`config.mk`:
```
export PLATFORM = sky130hd
export DESIGN_NAME = cardinal_nic
export DESIGN_NICKNAME = d
export VERILOG_FILES = /design/src/rtl/cardinal_nic.sv
export SDC_FILE = /design/constraint.sdc
export NUM_CORES = 1
export LEC_CHECK = 0
export CORE_UTILIZATION = 40
export DETAILED_ROUTE_END_ITERATION = 8
export PLACE_DENSITY = 0.83
export SLEW_MARGIN = 20
export SYNTH_ARGS = -nofsm -noshare
export SYNTH_HDL_FRONTEND = slang
export SYNTH_SLANG_ARGS = --single-unit
```
`constraint.sdc`:
```
create_clock -name clk -period 1.3 [get_ports clk]
set_input_delay 0.26 -clock clk [delete_from_list [all_inputs] [get_ports clk]]
set_output_delay 0.26 -clock clk [all_outputs]
set_load 0.03 [all_outputs]
```
`src/rtl/cardinal_nic.sv`:
```
`default_nettype none
// ============================================================================
// Module   : cardinal_nic
// Purpose  : Network interface controller for one node of the cardinal-router
//            mesh. Couples a processor register interface to the router's
//            local port with a single-entry buffer in each direction.
//            Injection is gated so a flit only leaves in a cycle whose
//            router polarity matches the flit's VC bit (bit 63).
// Revision : 1.0 - initial release
// ----------------------------------------------------------------------------
// Ports:
//   clk          in   clock, rising edge
//   reset        in   synchronous, active-low reset
//   addr         in   register select (0 ib data, 1 ib status,
//                                      2 ob data, 3 ob status)
//   d_in         in   processor write data
//   d_out        out  processor read data (registered)
//   nicEn        in   register access enable
//   nicWrEn      in   1 = write, 0 = read
//   net_so       out  flit valid toward router
//   net_ro       in   router ready for injected flit
//   net_do       out  flit toward router
//   net_polarity in   router polarity
//   net_si       in   flit valid from router
//   net_ri       out  ready toward router
//   net_di       in   flit from router
// Flit: [63] VC, [62] Xdir, [61] Ydir, [60:56] rsvd, [55:52] hopX,
//       [51:48] hopY, [47:0] payload. Passed through unmodified.
// ============================================================================
module cardinal_nic #(
    parameter int DATA_W = 64,
    parameter int ADDR_W = 2
) (
    input  logic              clk,
    input  logic              reset,
    input  logic [ADDR_W-1:0] addr,
    input  logic [DATA_W-1:0] d_in,
    output logic [DATA_W-1:0] d_out,
    input  logic              nicEn,
    input  logic              nicWrEn,
    output logic              net_so,
    input  logic              net_ro,
    output logic [DATA_W-1:0] net_do,
    input  logic              net_polarity,
    input  logic              net_si,
    output logic              net_ri,
    input  logic [DATA_W-1:0] net_di
);

    localparam logic [ADDR_W-1:0] ADDR_IB_DATA = ADDR_W'(0);
    localparam logic [ADDR_W-1:0] ADDR_IB_STAT = ADDR_W'(1);
    localparam logic [ADDR_W-1:0] ADDR_OB_DATA = ADDR_W'(2);
    localparam logic [ADDR_W-1:0] ADDR_OB_STAT = ADDR_W'(3);

    logic [DATA_W-1:0] ob_data_q, ob_data_d;
    logic              ob_full_q, ob_full_d;
    logic [DATA_W-1:0] ib_data_q, ib_data_d;
    logic              ib_full_q, ib_full_d;
    logic [DATA_W-1:0] d_out_q,   d_out_d;

    logic wr_access;
    logic rd_access;
    logic ob_load;
    logic ib_capture;
    logic ib_drain;

    // ------------------------------------------------------------------
    // Router-facing combinational outputs
    // ------------------------------------------------------------------
    assign net_do = ob_data_q;
    assign net_so = ob_full_q & net_ro & (net_polarity == ob_data_q[DATA_W-1]);
    assign net_ri = ~ib_full_q;
    assign d_out  = d_out_q;

    assign wr_access  = nicEn & nicWrEn;
    assign rd_access  = nicEn & ~nicWrEn;

    // A write is judged on the pre-edge ob_full, so a write landing in the
    // same cycle as a send is still dropped.
    assign ob_load    = wr_access & (addr == ADDR_OB_DATA) & ~ob_full_q;
    assign ib_capture = net_si & ~ib_full_q;
    assign ib_drain   = rd_access & (addr == ADDR_IB_DATA);

    // ------------------------------------------------------------------
    // Next-state logic
    // ------------------------------------------------------------------
    always_comb begin
        ob_data_d = ob_data_q;
        ob_full_d = ob_full_q;
        ib_data_d = ib_data_q;
        ib_full_d = ib_full_q;
        d_out_d   = d_out_q;

        // Output buffer: a send only happens when full and a load only when
        // empty, so the two never collide.
        if (net_so) begin
            ob_full_d = 1'b0;
        end
        if (ob_load) begin
            ob_data_d = d_in;
            ob_full_d = 1'b1;
        end

        // Input buffer: capture takes priority over a drain so that a flit
        // arriving while an empty buffer is being read is kept.
        if (ib_drain) begin
            ib_full_d = 1'b0;
        end
        if (ib_capture) begin
            ib_data_d = net_di;
            ib_full_d = 1'b1;
        end

        // Read data returns the pre-edge register contents.
        if (rd_access) begin
            case (addr)
                ADDR_IB_DATA: d_out_d = ib_data_q;
                ADDR_IB_STAT: d_out_d = {{(DATA_W-1){1'b0}}, ib_full_q};
                ADDR_OB_DATA: d_out_d = ob_data_q;
                ADDR_OB_STAT: d_out_d = {{(DATA_W-1){1'b0}}, ob_full_q};
                default:      d_out_d = d_out_q;
            endcase
        end
    end

    // ------------------------------------------------------------------
    // State registers
    // ------------------------------------------------------------------
    always_ff @(posedge clk) begin
        if (!reset) begin
            ob_data_q <= '0;
            ob_full_q <= 1'b0;
            ib_data_q <= '0;
            ib_full_q <= 1'b0;
            d_out_q   <= '0;
        end else begin
            ob_data_q <= ob_data_d;
            ob_full_q <= ob_full_d;
            ib_data_q <= ib_data_d;
            ib_full_q <= ib_full_d;
            d_out_q   <= d_out_d;
        end
    end

endmodule
`default_nettype wire

```
==> run_results.csv, run 1 <==
group,metric,value,unit
floorplan,io-pin-count,267,
worst_setup_path,worstPathArrival,1.25,ns
worst_setup_path,start_kind,"primary input",
finish,utilization,61.6,%
clock_tree,cts.clk_slew.worst_paths,0.07,ns
global_routing,grt_pass1_vias,6762,
power,p_leak,4.83,nW
floorplan,dieHeight,137,um
worst_setup_path,cp.required,1.04,ns
synthesis,synth_area,0.00732,mm^2
route,detail_route.first_pass.iterations,8,
run_status,violations,"setup timing",
worst_setup_path,path_class,"in2out",
clock_tree,cts_made_buffers,17,
floorplan,die_area,0.0188,mm^2
route,ant_nets,0,
clock_tree,postCtsHoldBufs,0,
synthesis,yosys.area.top_type,"dfxtp_1",
flow_run,cap_violations,0,
global_routing,grt_use_met1,29.8,%
worst_setup_path,cp_max_fo,2,
route,routed-via-count,6974,
route,wirelength,22900,um
placement,placed_area,0.0106,mm^2
route,drt_iter0_drc,413,
finish,fill_cells,1459,
finish,layout-drive-gt1-share,22.4,%
clock_tree,cts.sinks,194,
power,p_per_area,1140,mW/mm^2
synthesis,ys_seq_area_share,53.1,%
finish,area_growth,51.2,%
clock_tree,htreeDepth,4,
clock_tree,cts_tree,"done",
global_routing,top_usage_layer,"met2",
sta,slew_violations,0,
sta,rsz0062_at_grt,"true",
clock_tree,cts-root-buf,"clkbuf_16",
floorplan,rows,49,
floorplan,core_area,0.0180,mm^2
synthesis,synthDistinctLibCells,24,
placement,dp_hpwl,15100,um
clock_tree,clockBufferDepth,2,
sta,max_slew_margin,74.2,%
sta,max_freq,660,MHz
synthesis,yosys.area.top_type_share,53.1,%
route,viasPerCell,5.30,
synthesis,ys_ff_latch,194,
power,peakVddDrop,889,uV
global_routing,grt_max_degree,86,
run_status,status,"finished, violations left",
finish,nets,1212,
sta,setup-violations-final,1,
route,drc,0,
sta,setup_slack,-0.214,ns
sta,hold_viol_final,0,
global_routing,grt_pass1_wl,35300,um
route,wl_per_cell,17.4,um
synthesis,synth_area_leaders,"dfxtp_1 53%, nand2_1 13%, mux2i_1 8.9%",
global_routing,use_met2,41.1,%
floorplan,start_util,40.7,%
synthesis,synth_cells,790,
synthesis,avgSynthCellArea,9.27,um^2
placement,gp_congestion,0.805,
global_routing,grt_overflow,0,
floorplan,die_w,137,um
synthesis,syn_nets,927,
sta,hold_ws,0.192,ns
sta,skew,0.0113,ns
placement,pre_cts_ws,-0.581,ns
global_routing,grtUsageMet3,5.56,%
sta,period_share,116,%
sta,worst_pin_slew,0.385,ns
global_routing,antenna_found_initial,1,
finish,final_area,0.0111,mm^2
worst_hold_path,hp-class,"in2reg",
worst_setup_path,worstSetupEndpointType,"output pin",
synthesis,ys.warnings.count,0,
placement,io_buffer_count,266,
clock_tree,clk_latency,0.42,ns
global_routing,grt_usage,24.5,%
sta,period_needed,1.51,ns
## flip-flops by register name, indices dropped and copies added (netlist names)
signal and flops:
d_out 64, ib_data_q 64, ib_full_q 1, net_do 64
ob_full_q 1
## layout make-up
cell class	count	area, um^2	share of cell area, %
Tap cell	229	287	2.59
Clock buffer	21	450	4.07
Antenna cell	1	2.50	0.0226
Inverter	2	7.51	0.0678
Timing Repair Buffer	334	3200	29.0
Sequential cell	194	3890	35.2
Clock inverter	9	85.1	0.769
Multi-Input combinational cell	526	3140	28.3
## logic make-up after synthesis
family                    count (synthesis)  synth area share (%)
buffers and inverters                    70                  4.56
xor gates and xnor gates                  1                 0.120
DFF                                     194                  53.1
AOI/OAI and AO/OA                       130                  13.3
muxes                                    66                  9.20
and+or+nand+nor                         329                  19.8
## worst max-delay path: stages
cell	delay [ns]
clkdlybuf4s50_1	0.53
xnor2_2	0.13
and3_4	0.21
buf_6	0.13
## worst paths after layout
kind | cells after the start | slack (ns) | start | endpoint
setup / recovery | 4 | -0.21 | net_polarity | net_so
hold / removal | 3 | 0.19 | reset | ib_full_q
setup reg to reg | 5 | 0.10 | ob_full_q | net_do[45]
hold reg to reg | 2 | 0.46 | ib_data_q[63] | ib_data_q[63]
## Yosys cell counts, drive strengths merged
| library cell | n |
|---|---|
| mux4 | 1 |
| o31ai | 1 |
| xnor2 | 1 |
| nor2 | 2 |
| clkbuf | 44 |
| inv | 2 |
| dfxtp | 194 |
| a21oi | 65 |
| nand4b | 1 |
| nor2b | 1 |
| and3 | 64 |
| nor4 | 1 |
| o2bb2ai | 1 |
| nand2 | 257 |
| nand2b | 2 |
| buf | 24 |
| a221o | 63 |
| mux2i | 65 |
| nor4b | 1 |
## layout by cell type (no fill, tap or decap), types with 3 or more instances in the layout
| master | synthesis | routed |
|---|---|---|
| clkbuf_1 | 44 | 3 |
| a221o_1 | 63 | 63 |
| buf_2 | 6 | 55 |
| clkdlybuf4s50_1 | 0 | 131 |
| nand2_1 | 257 | 257 |
| buf_6 | 6 | 5 |
| dfxtp_2 | 0 | 5 |
| buf_16 | 0 | 4 |
| dfxtp_1 | 194 | 188 |
| clkinvlp_4 | 0 | 3 |
| mux2i_1 | 65 | 65 |
| dlygate4sd2_1 | 0 | 3 |
| buf_4 | 5 | 103 |
| buf_12 | 0 | 32 |
| a21oi_1 | 65 | 65 |
| clkinv_2 | 0 | 3 |
| clkbuf_16 | 0 | 17 |
| and3_1 | 64 | 63 |
## per-layer routing
layer / up-vias / part of all wire (%) / wire, um
met5: - / 0 / 0
met4: 0 / 3.2 / 735
met3: 50 / 7.7 / 1760
met2: 300 / 49 / 11200
met1: 3315 / 40 / 9230
li1: 3309 / - / -
## timing repair
| action | 4_1_cts | 5_1_grt |
|---|---|---|
| pin swaps | 3 | 2 |
| gates cloned | 3 | 0 |
| resized for setup | 301 | 4 |
| buffers inserted | 5 | 3 |
| endpoints found under the setup margin | 189 | 39 |
## report_power, final
| group | switching (mW) | internal [mW] | leakage (nW) |
|---|---|---|---|
| clock | 2.22 | 2.67 | 0.255 |
| combinational | 0.728 | 0.761 | 2.99 |
| sequential | 0.114 | 6.13 | 1.58 |
## metrics by stage
| stage | instances | TNS [ns] | total power, mW |
|---|---|---|---|
| floorplan | 790 | -3.07 | 6.99 |
| global placement | 1275 | -71.50 | 7.81 |
| detailed placement | 1275 | -76.70 | 7.83 |
| CTS | 1313 | -0.726 | 12.7 |
| global route | 1316 | -0.262 | 13.1 |
| finish | 1316 | -0.214 | 12.6 |
Note: power is estimated with default switching activity, not from simulation.
==> inputs of run 2 (changes only) <==
--- a/config.mk
+++ b/config.mk
@@ -8,7 +8,7 @@
 export CORE_UTILIZATION = 40
 export DETAILED_ROUTE_END_ITERATION = 8
 export PLACE_DENSITY = 0.83
-export SLEW_MARGIN = 20
+export SLEW_MARGIN = 5
 export SYNTH_ARGS = -nofsm -noshare
 export SYNTH_HDL_FRONTEND = slang
 export SYNTH_SLANG_ARGS = --single-unit
==> results of run 2 <==
No change in the layout: final DEF, timing and power equal those of run 1.
